[src/rtl/mult_div_unit.sv]
// Sequential signed multiply (radix-2 Booth) / divide (restoring, magnitude + sign fix-up)
// unit holding the architectural HI/LO registers of the multicycle MIPS datapath.
module mult_div_unit #(
  parameter int WIDTH = 32
) (
  input  logic             clk,
  input  logic             reset,
  input  logic             start_mult,
  input  logic             start_div,
  input  logic [WIDTH-1:0] a,
  input  logic [WIDTH-1:0] b,
  output logic [WIDTH-1:0] hi,
  output logic [WIDTH-1:0] lo,
  output logic             busy,
  output logic             done,
  output logic             div_zero,
  output logic [1:0]       dbg_state
);

  // Handshake: a start_* pulse is accepted only while busy==0 (start_mult wins over
  // start_div); busy stays high until the edge that raises the one-cycle done pulse.
  localparam int CW = (WIDTH > 1) ? $clog2(WIDTH) : 1;

  typedef enum logic [1:0] {
    S_IDLE = 2'd0,
    S_MULT = 2'd1,
    S_DIV  = 2'd2,
    S_FIN  = 2'd3
  } state_t;

  state_t r_state;
  state_t w_next;

  logic [WIDTH:0]   r_acc;
  logic [WIDTH-1:0] r_q;
  logic             r_q1;
  logic [WIDTH-1:0] r_m;
  logic [CW-1:0]    r_cnt;
  logic             r_is_div;
  logic             r_dz_flag;
  logic             r_neg_q;
  logic             r_neg_r;
  logic [WIDTH-1:0] r_hi;
  logic [WIDTH-1:0] r_lo;
  logic             r_done;
  logic             r_div_zero;

  logic             w_last;
  logic [WIDTH-1:0] w_abs_a;
  logic [WIDTH-1:0] w_abs_b;
  logic [WIDTH:0]   w_m_ext;
  logic [WIDTH:0]   w_booth_sum;
  logic [WIDTH:0]   w_div_shift;
  logic [WIDTH:0]   w_div_trial;

  assign w_last  = (r_cnt == CW'(WIDTH - 1));
  assign w_abs_a = a[WIDTH-1] ? (~a + 1'b1) : a;
  assign w_abs_b = b[WIDTH-1] ? (~b + 1'b1) : b;

  // Accumulator carries one guard bit so subtracting the most negative multiplicand
  // cannot overflow before the arithmetic shift.
  assign w_m_ext     = {r_m[WIDTH-1], r_m};
  assign w_div_shift = {r_acc[WIDTH-1:0], r_q[WIDTH-1]};
  assign w_div_trial = w_div_shift - {1'b0, r_m};

  always_comb begin
    w_booth_sum = r_acc;
    case ({r_q[0], r_q1})
      2'b01:   w_booth_sum = r_acc + w_m_ext;
      2'b10:   w_booth_sum = r_acc - w_m_ext;
      default: w_booth_sum = r_acc;
    endcase
  end

  always_ff @(posedge clk) begin
    if (!reset) r_state <= S_IDLE;
    else        r_state <= w_next;
  end

  always_comb begin
    w_next = r_state;
    case (r_state)
      S_IDLE: begin
        if (start_mult)     w_next = S_MULT;
        else if (start_div) w_next = (b == '0) ? S_FIN : S_DIV;
      end
      S_MULT:  if (w_last) w_next = S_FIN;
      S_DIV:   if (w_last) w_next = S_FIN;
      S_FIN:   w_next = S_IDLE;
      default: w_next = S_IDLE;
    endcase
  end

  always_ff @(posedge clk) begin
    if (!reset) begin
      r_acc      <= '0;
      r_q        <= '0;
      r_q1       <= 1'b0;
      r_m        <= '0;
      r_cnt      <= '0;
      r_is_div   <= 1'b0;
      r_dz_flag  <= 1'b0;
      r_neg_q    <= 1'b0;
      r_neg_r    <= 1'b0;
      r_hi       <= '0;
      r_lo       <= '0;
      r_done     <= 1'b0;
      r_div_zero <= 1'b0;
    end else begin
      r_done     <= 1'b0;
      r_div_zero <= 1'b0;
      case (r_state)
        S_IDLE: begin
          if (start_mult) begin
            r_acc     <= '0;
            r_q       <= a;
            r_q1      <= 1'b0;
            r_m       <= b;
            r_cnt     <= '0;
            r_is_div  <= 1'b0;
            r_dz_flag <= 1'b0;
          end else if (start_div) begin
            r_acc     <= '0;
            r_q       <= w_abs_a;
            r_q1      <= 1'b0;
            r_m       <= w_abs_b;
            r_cnt     <= '0;
            r_is_div  <= 1'b1;
            r_dz_flag <= (b == '0);
            r_neg_q   <= a[WIDTH-1] ^ b[WIDTH-1];
            r_neg_r   <= a[WIDTH-1];
          end
        end
        S_MULT: begin
          {r_acc, r_q, r_q1} <= {w_booth_sum[WIDTH], w_booth_sum, r_q};
          r_cnt <= r_cnt + CW'(1);
        end
        S_DIV: begin
          // Quotient bits shift in from the right as dividend bits leave on the left.
          if (!w_div_trial[WIDTH]) begin
            r_acc <= w_div_trial;
            r_q   <= {r_q[WIDTH-2:0], 1'b1};
          end else begin
            r_acc <= w_div_shift;
            r_q   <= {r_q[WIDTH-2:0], 1'b0};
          end
          r_cnt <= r_cnt + CW'(1);
        end
        S_FIN: begin
          r_done <= 1'b1;
          if (r_dz_flag) begin
            r_div_zero <= 1'b1;
          end else if (r_is_div) begin
            r_lo <= r_neg_q ? (~r_q + 1'b1) : r_q;
            r_hi <= r_neg_r ? (~r_acc[WIDTH-1:0] + 1'b1) : r_acc[WIDTH-1:0];
          end else begin
            r_hi <= r_acc[WIDTH-1:0];
            r_lo <= r_q;
          end
        end
        default: ;
      endcase
    end
  end

  assign hi        = r_hi;
  assign lo        = r_lo;
  assign busy      = (r_state != S_IDLE);
  assign done      = r_done;
  assign div_zero  = r_div_zero;
  assign dbg_state = r_state;

endmodule
[config.mk]
export PLATFORM = sky130hd
export DESIGN_NAME = mult_div_unit
export DESIGN_NICKNAME = d
export VERILOG_FILES = /design/src/rtl/mult_div_unit.sv
export SDC_FILE = /design/constraint.sdc
export NUM_CORES = 1
export LEC_CHECK = 0
export CAP_MARGIN = 10
export CORE_MARGIN = 5
export CORE_UTILIZATION = 64
export DETAILED_ROUTE_END_ITERATION = 12
export PLACE_DENSITY = 0.9
export SKIP_CTS_REPAIR_TIMING = 1
export SYNTH_ARGS = -nofsm -noshare
export SYNTH_HDL_FRONTEND = slang
export SYNTH_SLANG_ARGS = --single-unit
[constraint.sdc]
create_clock -name clk -period 11.9 [get_ports clk]
set_input_delay 2.38 -clock clk [delete_from_list [all_inputs] [get_ports clk]]
set_output_delay 2.38 -clock clk [all_outputs]
set_load 0.05 [all_outputs]
==> out/summary.txt <==
GRT overflow - 0
Cell Count, Final, Fillers Out - 2,232
Final worst setup slack - 6.231 ns
Gr usage total - 0.3659
Instance count of the mapped netlist - 1,904
R2r setup slk - 6.23 ns
CTS clk-pin slew, worst paths - 0.08 ns
N_diodes - 0
Root Driver - clkbuf_16
Dpl hpwl - 36,450 um
Worst Skew - 0.01263 ns
Core box area - 21,820 um^2
Worst Hold Class - reg -> reg
RSZ-0062 raised after global routing - false
Synth Net Count - 2,051
Overall die height - 158.9 um
Post-synth ARST share - 0
Via density - 6.820
Worst Max-Slew Pin Slew - 1.215 ns
Vias in the first global route - 14.14k
First-pass GRT wire length - 77,000 um
Area delta synth->final - 13.87%
Placed Area - 15,530 um^2
Clock net sink count - 175
Worst Path Required - 12.27 ns
IO Count - 137
Number of synthesized register bits - 175
Share of layout cells above drive strength 1 - 0.04098
Slew HR - 0.1868
DR iter-0 viols - 1,778
Port buffer count - 136
Critical path class - reg -> reg
Pins Over Slew Limit - 0
Post-DRT Antenna Nets - 0
VDD IR max - 0.3851 mV
Count of different cell masters after synthesis - 84
Router iterations before antenna repair - 11
WL final - 48,940 um
Pwr dens - 218.1 nW/um^2
Maxcap violations - 0
Period minus WS final - 5.669 ns
Final-stage net count - 2,086
Final period util - 0.4764
Ys flop type - dfxtp_1
Initial antenna violation count - 0
Switching pwr - 0.001799 W
Mean post-synth cell area - 7.457 um^2
Worst path arrival time - 6.04 ns
Post-Route Utilization - 0.7409
Via count - 15.22k
CTS tree - done
Fillers - 1,726
Final Hold Fails - 0
Largest net degree at the start of global routing - 80
Starting Density - 0.6506
FP Rows - 54
Register share of total power - 0.250
DIE AREA - 25,260 um^2
Combinational power share - 0.579
Register area share after synthesis - 0.2467
Fin area - 16,170 um^2
Fmax - 176.4 MHz
Area of the multi-input gates - 9913 um^2
Wirelength per Cell - 21.93 um
DR DRC count - 0
Skew-Pair Late Insertion Delay - 0.44 ns
P_int - 0.001727 W
Worst Path Max Fanout - 22
Final setup fails - 0
Number of synthesized flops with an enable pin - 0
H-tree levels - 4
Post-Syn Area - 14,200 um^2
Register area - 3503 um^2
Critical Path Start Type - flop
Clock Path Buffers - 2
Clock share of power - 0.171
Width of the chip - 158.9 um
Outcome - complete, no violations
Num CTS Buffers - 17
Net Sw Frac - 0.5101
GPL Wtd Cong - 0.9860
Pleak - 5.979 nW
Crit path capture type - flop
Place WS - 6.188 ns
Placed insts - 2,200
Setup_tns - 0 ns
Yosys warnings - 0
## flip-flops by register name (all words and copies together) (netlist names)
name	flops
r_q1	1
r_q	32
hi	32
r_neg_r	1
r_m	32
r_acc	33
r_is_div	1
div_zero	1
r_dz_flag	1
r_neg_q	1
lo	32
dbg_state	2
done	1
r_cnt	5
## layer usage
layer	up-vias	part of all wire	track usage
met5	-	0	0
met4	0	0.044	0.1528
met3	176	0.10	0.07999
met2	886	0.45	0.5837
met1	7089	0.40	0.4807
li1	7072	-	-
## worst paths after layout
path,depth (start not counted),from,end
max,22,r_q[31],r_acc[29]
min,2,r_cnt[4],r_cnt[4]
max reg2reg,22,r_q[31],r_acc[29]
min reg2reg,2,r_cnt[4],r_cnt[4]
## power groups by stage
stage | combinational [W] | sequential (W) | clock, W
floorplan | 0.00137 | 0.000934 | 0
global placement | 0.00194 | 0.000875 | 0
detailed placement | 0.00197 | 0.000882 | 0
CTS | 0.00199 | 0.000869 | 0.000601
global route | 0.00220 | 0.000890 | 0.000628
finish | 0.00204 | 0.000881 | 0.000603
## logic make-up after synthesis
| family | share of synthesized area |
|---|---|
| compound gates | 0.3005 |
| xor+xnor | 0.1098 |
| fa+ha+maj | 0.07067 |
| buf+inv | 0.05649 |
| flops | 0.2467 |
| mux | 0.01648 |
| simple gates | 0.1993 |
## cell usage in the layout (no fill, tap or decap), types with 19 or more instances in the layout
| cell | count |
|---|---|
| nand3_1 | 42 |
| xor2_1 | 73 |
| a311oi_1 | 24 |
| nand2_1 | 149 |
| o31ai_1 | 19 |
| inv_1 | 72 |
| a21oi_1 | 171 |
| o21ai_0 | 104 |
| a22oi_1 | 21 |
| or3_1 | 34 |
| a31oi_1 | 28 |
| nor2_1 | 213 |
| ha_1 | 77 |
| nand4_1 | 22 |
| a221oi_1 | 23 |
| a211oi_1 | 76 |
| xnor2_1 | 105 |
| nor3_1 | 39 |
| a21o_1 | 32 |
| dfxtp_1 | 175 |
| clkdlybuf4s50_1 | 136 |
## cells in the mapped netlist (39+ instances only)
cell | instances | area share
nor2_1 | 213 | 0.056
dfxtp_1 | 175 | 0.25
a21oi_1 | 172 | 0.061
nand2_1 | 149 | 0.039
clkbuf_1 | 122 | 0.032
xnor2_1 | 105 | 0.065
o21ai_0 | 104 | 0.037
ha_1 | 77 | 0.068
a211oi_1 | 76 | 0.040
xor2_1 | 73 | 0.045
inv_1 | 72 | 0.019
nand3_1 | 42 | 0.015
nor3_1 | 39 | 0.014
## metrics by stage
stage          hold slack, ns  total power, W
6_report               0.4803        0.003526
5_1_grt                0.5047        0.003719
4_1_cts                0.4778        0.003464
3_5_place_dp           0.4554        0.002854
3_3_place_gp           0.4430        0.002815
2_1_floorplan          0.4362        0.002305
## critical path, stage by stage, from the launching register on
cell,delay [ns]
dfxtp_1,0.39
inv_1,0.10
ha_1,0.17
inv_1,0.06
fa_1,0.43
a211oi_1,0.27
nor2_1,0.18
o2111ai_1,0.41
and3_1,0.24
a211o_1,0.12
nand3_1,0.14
o21a_1,0.20
o21ai_1,0.13
a21oi_1,0.09
ha_1,0.84
inv_1,0.34
nor2_1,0.70
nand2_1,0.23
nor3_1,0.23
a31oi_1,0.06
nand3_1,0.12
a221oi_1,0.05
o21ai_0,0.09
## final cells by class
class	count	area share
Tap cell	280	0.02167
Timing Repair Buffer	152	0.09163
Inverter	75	0.01757
Multi-Input combinational cell	1518	0.6131
Clock inverter	15	0.01300
Sequential cell	175	0.2167
Clock buffer	17	0.02631
(Power assumes the default switching activity.)
